==> src/rtl/vga_timing_pkg.sv <==
// vga_timing_pkg: shared 640x480@60 raster constants, derived sync windows and
// the position / raster-signal types used by vga_timing_gen and its delay line.
package vga_timing_pkg;

    // Default 640x480@60 geometry (pixel clock 25.175 MHz)
    localparam int H_ACTIVE = 640;
    localparam int H_FP     = 16;
    localparam int H_SYNC   = 96;
    localparam int H_BP     = 48;
    localparam int H_TOTAL  = H_ACTIVE + H_FP + H_SYNC + H_BP;   // 800

    localparam int V_ACTIVE = 480;
    localparam int V_FP     = 10;
    localparam int V_SYNC   = 2;
    localparam int V_BP     = 33;
    localparam int V_TOTAL  = V_ACTIVE + V_FP + V_SYNC + V_BP;   // 525

    // Sync windows, inclusive on both ends
    localparam int HS_START = H_ACTIVE + H_FP;                   // 656
    localparam int HS_END   = HS_START + H_SYNC - 1;             // 751
    localparam int VS_START = V_ACTIVE + V_FP;                   // 490
    localparam int VS_END   = VS_START + V_SYNC - 1;             // 491

    localparam int PIPE_DLY_DEF = 2;

    localparam int POS_W = 10;
    typedef logic [POS_W-1:0] pos_t;

    // Per-pixel raster signals that travel together through the optional delay line
    typedef struct packed {
        logic hsync;
        logic vsync;
        logic display_on;
        logic line_start;
        logic frame_start;
    } raster_sig_t;

    localparam int SIG_W = $bits(raster_sig_t);

    // Inactive levels: syncs idle high, everything else low
    localparam raster_sig_t SIG_IDLE = '{
        hsync:       1'b1,
        vsync:       1'b1,
        display_on:  1'b0,
        line_start:  1'b0,
        frame_start: 1'b0
    };

    // Last legal position of a counter that runs 0..total-1
    function automatic pos_t last_pos(input int total);
        return pos_t'(total - 1);
    endfunction

endpackage

==> src/rtl/vga_sig_delay.sv <==
// vga_sig_delay: WIDTH x DEPTH shift register, advancing only when i_ce is high,
// with every stage reset to RST_VAL. DEPTH of 0 is a plain wire.
module vga_sig_delay #(
    parameter int               WIDTH   = 1,
    parameter int               DEPTH   = 1,
    parameter logic [WIDTH-1:0] RST_VAL = '0
) (
    input  logic             clk,
    input  logic             rst_n,
    input  logic             i_ce,
    input  logic [WIDTH-1:0] i_d,
    output logic [WIDTH-1:0] o_q
);

    generate
        if (DEPTH == 0) begin : g_bypass
            assign o_q = i_d;
        end else begin : g_pipe
            for (genvar gi = 0; gi < DEPTH; gi++) begin : g_stage
                logic [WIDTH-1:0] r_q;
                logic [WIDTH-1:0] w_d;

                if (gi == 0) begin : g_head
                    assign w_d = i_d;
                end else begin : g_link
                    assign w_d = g_stage[gi-1].r_q;
                end

                // One stage: load from the previous stage on pixel-enable cycles
                always_ff @(posedge clk) begin
                    if (!rst_n) begin
                        r_q <= RST_VAL;
                    end else if (i_ce) begin
                        r_q <= w_d;
                    end
                end
            end
            assign o_q = g_stage[DEPTH-1].r_q;
        end
    endgenerate

endmodule

==> src/rtl/vga_timing_gen.sv <==
// vga_timing_gen: 640x480@60 raster timing source (hpos/vpos, active-low syncs,
// display_on, line/frame strobes, 16-bit frame counter), advanced by pix_ce.
// Optional feature: define VGA_SYNC_DELAY_EN to delay hsync, vsync, display_on,
// line_start and frame_start by PIPE_DLY pixel-enable stages (positions and
// frame_count are never delayed).
module vga_timing_gen
    import vga_timing_pkg::*;
#(
    parameter int H_ACTIVE = vga_timing_pkg::H_ACTIVE,
    parameter int H_FP     = vga_timing_pkg::H_FP,
    parameter int H_SYNC   = vga_timing_pkg::H_SYNC,
    parameter int H_BP     = vga_timing_pkg::H_BP,
    parameter int V_ACTIVE = vga_timing_pkg::V_ACTIVE,
    parameter int V_FP     = vga_timing_pkg::V_FP,
    parameter int V_SYNC   = vga_timing_pkg::V_SYNC,
    parameter int V_BP     = vga_timing_pkg::V_BP,
    parameter int PIPE_DLY = vga_timing_pkg::PIPE_DLY_DEF
) (
    input  logic              clk,
    input  logic              rst_n,
    input  logic              pix_ce,
    output logic [POS_W-1:0]  hpos,
    output logic [POS_W-1:0]  vpos,
    output logic              hsync,
    output logic              vsync,
    output logic              display_on,
    output logic              line_start,
    output logic              frame_start,
    output logic [15:0]       frame_count
);

    // Elaboration-time constants; the datapath only ever compares and adds 1
    localparam pos_t H_LAST   = last_pos(H_ACTIVE + H_FP + H_SYNC + H_BP);
    localparam pos_t V_LAST   = last_pos(V_ACTIVE + V_FP + V_SYNC + V_BP);
    localparam pos_t HS_FIRST = pos_t'(H_ACTIVE + H_FP);
    localparam pos_t HS_LAST  = pos_t'(H_ACTIVE + H_FP + H_SYNC - 1);
    localparam pos_t VS_FIRST = pos_t'(V_ACTIVE + V_FP);
    localparam pos_t VS_LAST  = pos_t'(V_ACTIVE + V_FP + V_SYNC - 1);
    localparam pos_t H_VIS    = pos_t'(H_ACTIVE);
    localparam pos_t V_VIS    = pos_t'(V_ACTIVE);

    pos_t        r_hpos;
    pos_t        r_vpos;
    logic [15:0] r_frame_count;
    raster_sig_t r_sig;
    logic        r_ce_q;

    pos_t        w_hpos_next;
    pos_t        w_vpos_next;
    logic        w_line_wrap;
    logic        w_frame_wrap;
    raster_sig_t w_sig_next;
    raster_sig_t w_sig_out;

    // Next raster position and the wrap events it causes
    always_comb begin
        w_hpos_next  = r_hpos;
        w_vpos_next  = r_vpos;
        w_line_wrap  = 1'b0;
        w_frame_wrap = 1'b0;
        if (pix_ce) begin
            if (r_hpos == H_LAST) begin
                w_hpos_next = '0;
                w_line_wrap = 1'b1;
                if (r_vpos == V_LAST) begin
                    w_vpos_next  = '0;
                    w_frame_wrap = 1'b1;
                end else begin
                    w_vpos_next = r_vpos + pos_t'(1);
                end
            end else begin
                w_hpos_next = r_hpos + pos_t'(1);
            end
        end
    end

    // Raster signals decoded from the next position so they line up with hpos/vpos
    always_comb begin
        w_sig_next = r_sig;
        if (pix_ce) begin
            w_sig_next.hsync       = !((w_hpos_next >= HS_FIRST) && (w_hpos_next <= HS_LAST));
            w_sig_next.vsync       = !((w_vpos_next >= VS_FIRST) && (w_vpos_next <= VS_LAST));
            w_sig_next.display_on  = (w_hpos_next < H_VIS) && (w_vpos_next < V_VIS);
            w_sig_next.line_start  = w_line_wrap;
            w_sig_next.frame_start = w_frame_wrap;
        end
    end

    // Counter, frame counter and decoded-signal registers
    always_ff @(posedge clk) begin
        if (!rst_n) begin
            r_hpos        <= '0;
            r_vpos        <= '0;
            r_frame_count <= '0;
            r_sig         <= SIG_IDLE;
            r_ce_q        <= 1'b0;
        end else begin
            r_hpos <= w_hpos_next;
            r_vpos <= w_vpos_next;
            if (w_frame_wrap) begin
                r_frame_count <= r_frame_count + 16'd1;
            end
            r_sig  <= w_sig_next;
            // Strobes only count on the cycle right after a pixel-enable edge
            r_ce_q <= pix_ce;
        end
    end

`ifdef VGA_SYNC_DELAY_EN
    vga_sig_delay #(
        .WIDTH   (SIG_W),
        .DEPTH   (PIPE_DLY),
        .RST_VAL (SIG_IDLE)
    ) u_sig_delay (
        .clk   (clk),
        .rst_n (rst_n),
        .i_ce  (pix_ce),
        .i_d   (r_sig),
        .o_q   (w_sig_out)
    );
`else
    generate
        // Zero-delay build: PIPE_DLY has no effect; a negative value parks outputs idle
        if (PIPE_DLY >= 0) begin : g_direct
            assign w_sig_out = r_sig;
        end else begin : g_parked
            assign w_sig_out = SIG_IDLE;
        end
    endgenerate
`endif

    assign hpos        = r_hpos;
    assign vpos        = r_vpos;
    assign frame_count = r_frame_count;
    assign hsync       = w_sig_out.hsync;
    assign vsync       = w_sig_out.vsync;
    assign display_on  = w_sig_out.display_on;
    // Strobe registers hold across ce-low gaps; mask them so they last one ce cycle
    assign line_start  = w_sig_out.line_start  & r_ce_q;
    assign frame_start = w_sig_out.frame_start & r_ce_q;

endmodule

==> config.mk <==
export PLATFORM = sky130hd
export DESIGN_NAME = vga_timing_gen
export DESIGN_NICKNAME = d
export VERILOG_FILES = /design/src/rtl/vga_timing_pkg.sv /design/src/rtl/vga_sig_delay.sv /design/src/rtl/vga_timing_gen.sv
export SDC_FILE = /design/constraint.sdc
export NUM_CORES = 1
export LEC_CHECK = 0
export ABC_AREA = 1
export CAP_MARGIN = 20
export CORE_MARGIN = 2
export CORE_UTILIZATION = 55
export CTS_CLUSTER_DIAMETER = 50
export DETAILED_ROUTE_END_ITERATION = 8
export PLACE_DENSITY = 0.83
export SLEW_MARGIN = 10
export SYNTH_ARGS = -nofsm -noshare
export SYNTH_HDL_FRONTEND = slang
export SYNTH_SLANG_ARGS = --single-unit
==> constraint.sdc <==
create_clock -name clk -period 3.5 [get_ports clk]
set_clock_uncertainty 0.2 [all_clocks]
set_input_delay 0.7 -clock clk [delete_from_list [all_inputs] [get_ports clk]]
set_output_delay 0.7 -clock clk [all_outputs]
set_load 0.005 [all_outputs]
# --- Yosys cells after proc, flatten, opt, wreduce, memory -nomap -nowiden ---
# Index checks and enable logic that the tools add are counted.
word_totals:
  ff_bits: 42
  output_inout_bits: 41
  wordCells: 36
classes:
  add_sub_neg: 3
  magnitude_cmp: 6
  n_eq_ne: 2
  muxes: 9
  bitwise: 2
  n_reduce_logical: 5
ops:
  columns: ["cell", "count"]
  rows:
  - ["10-bit 2-to-1 mux", 5]
  - ["10-bit by 1-bit adder with 10-bit output (second input constant)", 2]
  - ["10-bit equality test (second input constant)", 2]
  - ["16-bit by 1-bit adder with 16-bit output (second input constant)", 1]
  - ["10-bit >= comparator (second input constant)", 1]
  - ["10-bit by 9-bit >= comparator with 1-bit output (second input constant)", 1]
  - ["10-bit <= comparator (second input constant)", 1]
  - ["10-bit by 9-bit <= comparator with 1-bit output (second input constant)", 1]
  - ["10-bit < comparator (second input constant)", 1]
  - ["10-bit by 9-bit < comparator with 1-bit output (second input constant)", 1]
  - ["1-bit 2-to-1 mux", 4]
  - ["1-bit logical AND", 3]
  - ["1-bit bitwise AND", 2]
  - ["1-bit logical NOT", 2]

# --- Logic depth before layout (Yosys ltp) ---
depth:
  depth_word: 7
  mapped_depth: 14
  mapped_depth_nobuf: 14

# --- Worst setup path before layout ---
# Ideal clock, no wire load.
synth_path:
  path_type: "in2reg"
  startpoint: "input pix_ce"
  endpoint: "register r_frame_count[13], in the netlist frame_count[13]"
  setup_ns: 0.115
  arrival_ns: 1.864
  required_ns: 3.185
  path_slack_ns: 1.321
  path_stages: 12
  cell_sequence: "buf_2 nand2_2 nor2_8 nand2_8 nor2_8 nand2_4 nor2_4 nand2_2 nor2_4 nand3_1 nand2_1 nor2_1"
synth_via:
  elab_chain_len: 1
synth_lines:
  columns: ["item", "line", "text"]
  rows:
  - ["start: declaration", "vga_timing_gen.sv:21", "input logic pix_ce,"]
  - ["1-bit 2-to-1 mux", "vga_timing_gen.sv:61", "if (pix_ce) begin"]
  - ["end signal: assignment", "vga_timing_gen.sv:101", "r_frame_count <= r_frame_count + 16'd1;"]
  - ["end: declaration", "vga_timing_gen.sv:44", "logic [15:0] r_frame_count;"]
# Every way passes these cells.
# A chain may end at the register's enable or synchronous reset.

# --- Final worst setup path ---
layout_path:
  startpoint: "input pix_ce"
  endpoint: "register r_sig (netlist bit hsync)"
layout_via:
  elab_chain_len: 4
  elab_cells_between_ends: 5
  classes_between: "order compare: 2; mux: 1; reduce/logical: 2"
layout_lines:
  columns: ["item", "line", "text"]
  rows:
  - ["10-bit 2-to-1 mux", "vga_timing_gen.sv:61", null]
  - ["10-bit >= comparator or 10-bit <= comparator (tied branches)", "vga_timing_gen.sv:81", "w_sig_next.hsync = !((w_hpos_next >= HS_FIRST) && (w_hpos_next <= HS_LAST));"]
  - ["1-bit logical AND", "vga_timing_gen.sv:81", null]
  - ["1-bit logical NOT", "vga_timing_gen.sv:81", null]
  - ["end signal: assignment", "vga_timing_gen.sv:103", "r_sig <= w_sig_next;"]
  - ["end: declaration", "vga_timing_gen.sv:45", "raster_sig_t r_sig;"]
# Parallel ways exist; a longest one is shown, timed or not.

==> results.md <==
* Post-CTS Resized at 0
* Number of nets with antenna violations after routing at 0
* Seq pwr share at 53.3%
* Pre-CTS setup slack at 0.802 ns
* Synth Area in XOR/XNOR at 1.43%
* Largest net degree at the start of global routing at 30
* Family with the most delay on the worst path: simple AND/OR/NAND/NOR gates
* Final estimated routing congestion in global placement at 0.915
* Mapped Nets at 379
* Switching part of the total power at 22.2%
* Type of the tightest min-delay check: register to register
* CP most frequent cell: sky130_fd_sc_hd__nand2_1
* Number of max-slew violations in the final report at 0
* Placement row count at 24
* TritonCTS clock tree: yes
* Area Overhead vs Synth at 24.0%
* Category of the most critical setup path: input port to register
* Latest clock arrival within the worst-skew pair at 0.30 ns
* Worst-case clock buffer depth at 2
* Total number of vias at 2,576
* Post-DP HPWL at 4610 um
* Sink count of the clock tree at between 40 and 50
* Worst path buffer plus inverter count at 2
* Switching power at 0.000205 W
* Final WS setup at approximately 1.1 ns
* Portion of netlist area occupied by mux cells at 0%
* Number of endpoints failing setup at the final stage at 0
* Floorplan die width at about 71 um
* Status: completed
* Number of design-rule violations left by the first detailed-router iteration at 197
* # nets final at 424
* Minimum period implied by the final worst setup slack at between 2 and 2.5 ns
* Gate power share at 5.2%
* Number of antenna violations at the first check in global routing at 0
* Reported max-cap violation count at 0
* Post-Syn Instances at 372
* Initial Utilization at a little under three fifths
* Worst path required time at 3.50 ns
* Synthesized area divided by synthesized cell count at 6.58 sq um
* Area of the core region at 4320 sq um
* Detailed-route wire length at a little over 6000 um
* I/O pin cnt at 44
* Average wire per standard cell at 13.2 um
* Number of antenna repair diodes at 0
* Sequential-to-total area share from yosys stat at 34.3%
* Peak supply drop at between 0.2 and 0.25 mV
* Die extent in y at 70.7 um
* Buffers on Ports at 43
* Count of hold buffers inserted by post-cts repair at 0
* Clock share of power at between 40% and 50%
* Register bit count reported by yosys at 42
* Setup bufs post-CTS at 0
* Chain of cells forming the critical path: clkdlybuf4s50_1, buf_4, nand2_1, nor2_1, nand4_1, nand3_1, nor2_1, nor3_1, nand2_1, nand2_1, nand2_1
* Root Buffer Master: sky130_fd_sc_hd__clkbuf_8
* DRC Markers at 0
* Setup repair after global routing missed its margin: false
* Clock-pin slew on the worst setup and hold paths at 0.08 ns
* Area fraction in compound gates after synthesis at 8.58%
* CP max stage cell: sky130_fd_sc_hd__clkdlybuf4s50_1
* Relative slew margins at 35.7%
* Pwr dens at 304 nW/um^2
* Wire length of the first global-routing pass at 10,800 um
* Setup crit end kind: register
* Leakage component of the power at 1.30 nW
* Routed via count divided by cell count at 5.48
* Htree depth at 2
* Number of different library cells in the post-synthesis netlist at 33
* Number of filler cells placed in the layout at 352
* Remaining global-route overflow at 0
* Fmax at 0.419 GHz
* Sum of negative setup slack at 0 ns
* Internal cell power at slightly above 0.0007 W
* Final worst-path cycle share at 68.2%
* Vias in the first global route at about 2,300
* Multi-input logic area at 1400 sq um
* Fin. Hold Viols at 0
* Combined area of all synthesized cells at 2450 sq um
* Total Routing Usage GR at between 20% and 30%
* Worst path arrival time at ~2.4 ns
* Startpoint type of the worst setup path: input port
* Simple-gate share of the synthesized area at 45.0%
* Layout cell share with drive strength beyond 1 at roughly 6.2%
* Number of iterations in the first detailed-routing pass at 5
* Sequential standard cell area at 841 sq um
* Worst Tran Pin Value at 0.964 ns
* Overall die area at between 5000 and 6000 sq um
* Delay of the slowest critical-path stage at 0.49 ns
* Largest fanout on the critical path at 15
* Total design power at 0.000922 W
* Synth Area in Adders at 2.04%
* Main combinational cell family by area after synthesis: simple AND/OR/NAND/NOR gates
* Clock buffer count from CTS at 5
* Yosys warning count at 0
-- routing by layer --
layer	wire length [um]	track usage, %	vias to the layer above
met5	0	0	-
met3	328	4.70	16
met2	2980	43.3	76
met1	2790	36.0	1187
met4	126	9.85	0
li1	-	-	1297
-- power groups by stage --
stage	clock network [W]	logic (W)	registers (W)
4_1_cts	0.000386	0.0000479	0.000491
6_report	0.000383	0.0000477	0.000491
5_1_grt	0.000407	0.0000543	0.000493
3_5_place_dp	0	0.0000473	0.000503
3_3_place_gp	0	0.0000464	0.000503
2_1_floorplan	0	0.0000268	0.000501
-- area by class of cell --
| class | instances | share of cell area (%) |
|---|---|---|
| clock buffers | 7 | 2.51 |
| clock inverters | 1 | 0.989 |
| inverters | 48 | 5.94 |
| multi-input cells | 275 | 46.0 |
| flip-flops and latches | 42 | 27.7 |
| well taps | 52 | 2.14 |
| repair buffers | 45 | 14.7 |
-- final timing paths --
| path | start | cells after the start | slack, ns | endpoint |
|---|---|---|---|---|
| setup / recovery | pix_ce | 11 | 1.11 | hsync |
| hold / removal | r_sig[1] | 2 | 0.28 | r_sig[1] |
| setup reg to reg | hpos[0] | 12 | 1.31 | frame_count[13] |
| hold reg to reg | r_sig[1] | 2 | 0.28 | r_sig[1] |
-- state kept, by name, indices dropped and copies added, names as in the netlist --
signal,count
display_on,1
frame_count,16
r_ce_q,1
vsync,1
hsync,1
hpos,10
vpos,10
r_sig,2
-- cells by family after synthesis --
kind of cell,count (synthesis)
adder cells (fa/ha/maj),4
AND/OR/NAND/NOR,227
buffers and inverters,55
flip-flops,42
AO/OA/AOI/OAI,40
XOR/XNOR,4
-- Yosys cell counts, drive strengths merged --
cell	number	area [sq um]
xor2	4	35.0
o21bai	1	7.51
o211ai	1	7.51
a21oi	22	110
dfxtp	42	841
inv	47	176
nor3	12	65.1
nand2	101	408
nor3b	2	20.0
clkbuf	3	11.3
nand3	33	188
clkinv	1	3.75
buf	4	18.8
nor2	62	314
ha	4	50.1
o21ai	14	70.1
nand3b	1	7.51
nor4	1	6.26
nand4	15	93.8
a211oi	2	15.0
-- placed cells by master (no fill, tap or decap), types with 4 or more instances in the layout --
master                            synthesis  final
sky130_fd_sc_hd__ha_1                     4      4
sky130_fd_sc_hd__nor3_1                  11     11
sky130_fd_sc_hd__clkdlybuf4s50_1          0     43
sky130_fd_sc_hd__clkbuf_8                 0      5
sky130_fd_sc_hd__o21ai_0                 12     12
sky130_fd_sc_hd__nor2_4                   4      4
sky130_fd_sc_hd__nand3_1                 30     30
sky130_fd_sc_hd__nor2_1                  54     54
sky130_fd_sc_hd__a21oi_1                 22     22
sky130_fd_sc_hd__nand2_1                 97     97
sky130_fd_sc_hd__dfxtp_1                 42     42
sky130_fd_sc_hd__nand4_1                 15     15
sky130_fd_sc_hd__inv_1                   46     46
sky130_fd_sc_hd__xor2_1                   4      4
-- worst min-delay path, cell delays in order (launching register included) --
cell                      delay [ns]
sky130_fd_sc_hd__dfxtp_1        0.32
sky130_fd_sc_hd__nand2_1        0.06
sky130_fd_sc_hd__a21oi_1        0.06
-- metrics by stage --
stage	cell area (sq um)	instances	hold slack, ns	util, %
after floorplan	2450	372	0.246	-
after global placement	2930	462	0.267	67.7
after detailed placement	2930	462	0.269	67.7
after CTS	3040	470	0.281	70.2
after global routing	3040	470	0.314	70.2
final	3040	470	0.281	70.2
Power figures use the tool's default switching activity.
